===== src/rtl/fft16_pkg.sv =====
// Shared constants, complex word type and helpers for the 16-point FFT datapath.
package fft16_pkg;

  localparam int N     = 16;
  localparam int LOG2N = 4;
  localparam int DW    = 17;

  typedef struct packed {
    logic signed [DW-1:0] re;
    logic signed [DW-1:0] im;
  } cplx_t;

  // Per-bank occupancy as tracked by the framer.
  typedef enum logic {
    BANK_EMPTY = 1'b0,
    BANK_FULL  = 1'b1
  } bank_state_e;

  function automatic logic [LOG2N-1:0] bitrev4(input logic [LOG2N-1:0] v);
    logic [LOG2N-1:0] r;
    for (int i = 0; i < LOG2N; i++) r[i] = v[LOG2N-1-i];
    return r;
  endfunction

endpackage


===== src/rtl/fft16_frame_bank.sv =====
// 16-entry complex register bank: one indexed write port, every entry readable in parallel.
module fft16_frame_bank
  import fft16_pkg::*;
(
  input  logic                  clk,
  input  logic                  rst_n,
  input  logic                  wr_en,
  input  logic [LOG2N-1:0]      wr_idx,
  input  logic [2*DW-1:0]       wr_data,
  output logic [N*2*DW-1:0]     rd_data
);

  logic [2*DW-1:0] mem [N];

  // NOTE: this storage takes the async reset because a freshly reset bank must read as all zeros.
  always_ff @(posedge clk or negedge rst_n) begin
    if (!rst_n) begin
      for (int k = 0; k < N; k++) mem[k] <= '0;
    end else if (wr_en) begin
      mem[wr_idx] <= wr_data;
    end
  end

  for (genvar k = 0; k < N; k++) begin : g_rd
    assign rd_data[k*2*DW +: 2*DW] = mem[k];
  end

endmodule


===== src/rtl/fft16_input_framer.sv =====
// Serial-to-frame packer for the 16-point FFT: ping-pong banks with valid/ready on both sides.
// Define FFT16_BITREV_EN to store samples in bit-reversed order for the DIT butterfly chain.
module fft16_input_framer
  import fft16_pkg::*;
#(
  parameter int IN_W = 16
) (
  input  logic                   clk,
  input  logic                   rst_n,
  input  logic                   in_valid,
  output logic                   in_ready,
  input  logic                   in_sof,
  input  logic signed [IN_W-1:0] in_re,
  input  logic signed [IN_W-1:0] in_im,
  output logic                   out_valid,
  input  logic                   out_ready,
  output logic signed [DW-1:0]   data_o0_R,  data_o0_I,
  output logic signed [DW-1:0]   data_o1_R,  data_o1_I,
  output logic signed [DW-1:0]   data_o2_R,  data_o2_I,
  output logic signed [DW-1:0]   data_o3_R,  data_o3_I,
  output logic signed [DW-1:0]   data_o4_R,  data_o4_I,
  output logic signed [DW-1:0]   data_o5_R,  data_o5_I,
  output logic signed [DW-1:0]   data_o6_R,  data_o6_I,
  output logic signed [DW-1:0]   data_o7_R,  data_o7_I,
  output logic signed [DW-1:0]   data_o8_R,  data_o8_I,
  output logic signed [DW-1:0]   data_o9_R,  data_o9_I,
  output logic signed [DW-1:0]   data_o10_R, data_o10_I,
  output logic signed [DW-1:0]   data_o11_R, data_o11_I,
  output logic signed [DW-1:0]   data_o12_R, data_o12_I,
  output logic signed [DW-1:0]   data_o13_R, data_o13_I,
  output logic signed [DW-1:0]   data_o14_R, data_o14_I,
  output logic signed [DW-1:0]   data_o15_R, data_o15_I,
  output logic                   frame_err
);

  logic [LOG2N-1:0]     wptr, wptr_nxt;
  logic                 wbank, wbank_nxt;
  logic                 rbank, rbank_nxt;
  logic [1:0]           bank_full, bank_full_nxt;
  logic                 wr_fire, rd_fire, sof_restart;
  logic [LOG2N-1:0]     slot, wr_idx;
  logic signed [DW-1:0] re_ext, im_ext;
  logic [N*2*DW-1:0]    bank_rd [2];
  cplx_t                frame [N];

  assign in_ready  = (bank_full[wbank] == BANK_EMPTY);
  assign out_valid = (bank_full[rbank] == BANK_FULL);

  assign wr_fire     = in_valid && in_ready;
  assign rd_fire     = out_valid && out_ready;
  assign sof_restart = wr_fire && in_sof && (wptr != '0);
  // A mid-frame start-of-frame rewinds the write slot so the new sample lands first.
  assign slot        = sof_restart ? '0 : wptr;

`ifdef FFT16_BITREV_EN
  assign wr_idx = bitrev4(slot);
`else
  assign wr_idx = slot;
`endif

  assign re_ext = DW'(in_re);
  assign im_ext = DW'(in_im);

  // NOTE: every next-state variable gets its hold value first, so no path can infer a latch.
  always_comb begin
    wptr_nxt      = wptr;
    wbank_nxt     = wbank;
    rbank_nxt     = rbank;
    bank_full_nxt = bank_full;
    if (wr_fire) begin
      wptr_nxt = slot + 1'b1;
      if (slot == LOG2N'(N-1)) begin
        bank_full_nxt[wbank] = BANK_FULL;
        wbank_nxt            = ~wbank;
      end
    end
    // Completion needs an empty write bank and acceptance a full read bank, so these never collide.
    if (rd_fire) begin
      bank_full_nxt[rbank] = BANK_EMPTY;
      rbank_nxt            = ~rbank;
    end
  end

  // NOTE: sequential state uses non-blocking assignments only; all next-state math lives above.
  always_ff @(posedge clk or negedge rst_n) begin
    if (!rst_n) begin
      wptr      <= '0;
      wbank     <= 1'b0;
      rbank     <= 1'b0;
      bank_full <= 2'b00;
      frame_err <= 1'b0;
    end else begin
      wptr      <= wptr_nxt;
      wbank     <= wbank_nxt;
      rbank     <= rbank_nxt;
      bank_full <= bank_full_nxt;
      frame_err <= sof_restart;
    end
  end

  for (genvar b = 0; b < 2; b++) begin : g_bank
    fft16_frame_bank u_bank (
      .clk     (clk),
      .rst_n   (rst_n),
      .wr_en   (wr_fire && (wbank == 1'(b))),
      .wr_idx  (wr_idx),
      .wr_data ({re_ext, im_ext}),
      .rd_data (bank_rd[b])
    );
  end

  always_comb begin
    for (int k = 0; k < N; k++) begin
      frame[k] = '0;
      if (out_valid) frame[k] = bank_rd[rbank][k*2*DW +: 2*DW];
    end
  end

  assign data_o0_R  = frame[0].re;   assign data_o0_I  = frame[0].im;
  assign data_o1_R  = frame[1].re;   assign data_o1_I  = frame[1].im;
  assign data_o2_R  = frame[2].re;   assign data_o2_I  = frame[2].im;
  assign data_o3_R  = frame[3].re;   assign data_o3_I  = frame[3].im;
  assign data_o4_R  = frame[4].re;   assign data_o4_I  = frame[4].im;
  assign data_o5_R  = frame[5].re;   assign data_o5_I  = frame[5].im;
  assign data_o6_R  = frame[6].re;   assign data_o6_I  = frame[6].im;
  assign data_o7_R  = frame[7].re;   assign data_o7_I  = frame[7].im;
  assign data_o8_R  = frame[8].re;   assign data_o8_I  = frame[8].im;
  assign data_o9_R  = frame[9].re;   assign data_o9_I  = frame[9].im;
  assign data_o10_R = frame[10].re;  assign data_o10_I = frame[10].im;
  assign data_o11_R = frame[11].re;  assign data_o11_I = frame[11].im;
  assign data_o12_R = frame[12].re;  assign data_o12_I = frame[12].im;
  assign data_o13_R = frame[13].re;  assign data_o13_I = frame[13].im;
  assign data_o14_R = frame[14].re;  assign data_o14_I = frame[14].im;
  assign data_o15_R = frame[15].re;  assign data_o15_I = frame[15].im;

endmodule


===== config.mk =====
export PLATFORM = sky130hd
export DESIGN_NAME = fft16_input_framer
export DESIGN_NICKNAME = d
export VERILOG_FILES = /design/src/rtl/fft16_pkg.sv /design/src/rtl/fft16_frame_bank.sv /design/src/rtl/fft16_input_framer.sv
export SDC_FILE = /design/constraint.sdc
export NUM_CORES = 2
export LEC_CHECK = 0
export CAP_MARGIN = 20
export CORE_MARGIN = 4
export CORE_UTILIZATION = 62
export CTS_BUF_LIST = sky130_fd_sc_hd__clkbuf_4 sky130_fd_sc_hd__clkbuf_8
export DETAILED_ROUTE_END_ITERATION = 8
export PLACE_DENSITY = 0.89
export SYNTH_ARGS = -nofsm -noshare
export SYNTH_HDL_FRONTEND = slang
export SYNTH_SLANG_ARGS = --single-unit
export TNS_END_PERCENT = 50

===== constraint.sdc =====
create_clock -name clk -period 7.1 [get_ports clk]
set_input_delay 1.42 -clock clk [delete_from_list [all_inputs] [get_ports clk]]
set_output_delay 1.42 -clock clk [all_outputs]
set_load 0.02 [all_outputs]

==> flow_summary.ini <==
[clocking]
cts_root_buffer = clkbuf_8
cts_tree = yes
cts_made_buffers = 161
cts_resized = 0
cts.hold.buffers_added = 0
cts_setup_buffers = 0
clkTransAtPathRegs_ns = 0.06
clock_latency_ns = 0.83
cts_sinks = 1033
htree_levels = 4
clockBufferDepth = 3

[timing]
fmax_mhz = 183
rsz0062_at_grt = no
worstMarginPinSlew_ns = 1.27
fin_tns_setup_ns = 0
relSlewSlack = 0.152
skew_ns = 0.0344
period_share = 0.769
drv_slew = 0
setup_viol = 0
hold_viol = 0
fin_crit_ns = 5.46

[global_routing]
grt_pass1_vias = 36119
overflow = 0
antenna_found_initial = 11
grt_pass1_wl_um = 227000
grtUsageTotal = 0.381
grt_max_degree = 190

[critical_path]
slowest_delay_ns = 0.95
crit_slowest_cell = dfrtp_4
crit-reg2reg-launch = wbank
rrSetupSlack_ns = 3.15
start_kind = register
path_class = reg -> out
cp_max_fo = 45
r2r-end = g_bank[0].u_bank.rd_data[97]
cp-startpoint = rbank
critPathCaptureType = primary output
crit_chain = mux2i_4, buf_4, nor2_1, clkdlybuf4s50_1
cp.arrival_ns = 4.04
reg2reg_depth = 9
required_ns = 5.68

[layout]
nNetsFinal = 4253
layout_commonest_cell = dfrtp_1
final_area_um2 = 55700
area_growth_pct = 20.8
drive_above_1_share = 0.164
most-common-layout-cells = dfrtp_1 (1032), o2bb2ai_1 (608), clkdlybuf4s50_1 (582)
fillCellCount = 4487

[synth]
ys_top_cells_by_area = dfrtp_1 (56%), o2bb2ai_1 (12%), mux2i_1 (11%)
ys_ff_latch = 1033
synth_edf_count = 0
synth_top_flop_cell = dfrtp_1
netlist.area_leader.share = 0.561
synth.distinct_cells = 41
syn_avg_cell_area_um2 = 12.3
synthArstFlopShare = 1.00
syn_inst = 3758
yosysSeqAreaShare = 0.561
syn_area_um2 = 46100
synth_top_cell_by_area = dfrtp_1
synth_nets = 3799
synth_warnings = 0

[route]
via_per_inst = 6.65
wl_um = 152000
avgRoutedWirePerCell_um = 28.6
drc = 0
first_pass_iters = 6
vias = 35254
drt-initial-drc-count = 3978
drtAntennaViolNets = 0

[place]
place.gp.congestion = 0.868
place_area_um2 = 52000
port_buffers = 583
dp_hpwl_um = 89300

[floorplanning]
fp.dieW_um = 281
die_area_um2 = 78800
coreArea_um2 = 73300
io_pins = 584
fp.dieH_um = 281
num_rows = 99
start_util = 0.629

[worst_hold_path]
hold_path_end = g_bank[1].u_bank.rd_data[175]
hold_depth = 1
hp-class = reg -> reg
hold_start = g_bank[1].u_bank.rd_data[175]

[pwr]
p_leak_uw = 0.0221
power.density_nw_per_um2 = 314
vdd_drop_max_uv = 226

[job]
max_cap_viol_count = 0

[status]
status = finished, final reports clean
-- critical path: cells and delay by family, from the launching register on --
family	cells	cell delay (ns)
buffers and inverters	2	1.16
DFF	1	0.95
muxes	1	0.91
and+or+nand+nor	1	0.18
-- cell type report --
| cell class | instances | area, um2 | share of cell area |
|---|---|---|---|
| Antenna cell | 11 | 27.5 | 0.000494 |
| Clock buffer | 261 | 3300 | 0.0593 |
| Clock inverter | 24 | 288 | 0.00517 |
| Inverter | 6 | 22.5 | 0.000404 |
| Multi-Input combinational cell | 2336 | 18300 | 0.328 |
| Sequential cell | 1033 | 25900 | 0.464 |
| Tap cell | 959 | 1200 | 0.0215 |
| Timing Repair Buffer | 674 | 6730 | 0.121 |
-- synthesized netlist by cell type, types with 3 or more instances --
| cell type | n |
|---|---|
| buf_6 | 32 |
| nand2_1 | 128 |
| buf_4 | 48 |
| and4bb_2 | 4 |
| o2bb2ai_1 | 608 |
| buf_2 | 116 |
| and4b_1 | 4 |
| mux2_2 | 303 |
| nor2_1 | 514 |
| dfrtp_1 | 1033 |
| o21ai_1 | 14 |
| clkbuf_1 | 176 |
| inv_1 | 6 |
| ha_1 | 4 |
| mux2i_1 | 513 |
| nand3_1 | 4 |
| mux2_1 | 18 |
| o31ai_4 | 7 |
| a2111oi_4 | 8 |
| and2_1 | 3 |
| buf_1 | 11 |
| o21ai_0 | 180 |
-- per-layer routing --
metal,vias to the layer above,share of wire,global-route usage
li1,14485,-,-
met1,17899,0.38,0.500
met2,2340,0.45,0.571
met3,514,0.11,0.108
met4,16,0.065,0.232
met5,-,0.00072,0
-- worst max path at each step --
stage	to	depth (start not counted)
3_5_place_dp	g_bank[0].u_bank.rd_data[88]	8
3_3_place_gp	g_bank[0].u_bank.rd_data[96]	8
6_report	data_o15_I[4]	4
2_1_floorplan	g_bank[1].u_bank.rd_data[514]	10
5_1_grt	data_o15_I[4]	4
4_1_cts	data_o15_I[4]	4
-- sequential cells by signal, summed over array words and instances (netlist names) --
register               flops
g_bank.u_bank.rd_data   1024
wptr                       4
bank_full                  2
frame_err                  1
rbank                      1
wbank                      1
-- metrics by stage --
step           power [uW]  worst slack, ns  std cells  hold slack (ns)  utilization
2_1_floorplan       10600             3.57       3758            0.455            -
3_5_place_dp        11900             2.28       5006            0.473        0.710
6_report            17500             1.64       5304            0.486        0.760
4_1_cts             17400             1.59       5291            0.489        0.759
3_3_place_gp        11700             2.41       5006            0.467        0.710
5_1_grt             18100             1.53       5294            0.496        0.759
-- where the power goes --
group | switching, uW | internal (uW) | leakage, uW
combinational | 2260 | 1710 | 0.00635
sequential | 790 | 7190 | 0.0139
clock | 2390 | 3120 | 0.00189
total | 5440 | 12000 | 0.0221
-- cell families (layout without fill, tap and decap cells) --
| logic type | Yosys count | after routing | synth area share |
|---|---|---|---|
| compound gates | 826 | 826 | 0.146 |
| fa+ha+maj | 4 | 4 | 0.00109 |
| buf+inv | 389 | 965 | 0.0439 |
| flops | 1033 | 1033 | 0.561 |
| mux | 835 | 835 | 0.190 |
| other cells | 0 | 11 | 0 |
| simple gates | 671 | 671 | 0.0577 |
(Power assumes the default switching activity.)
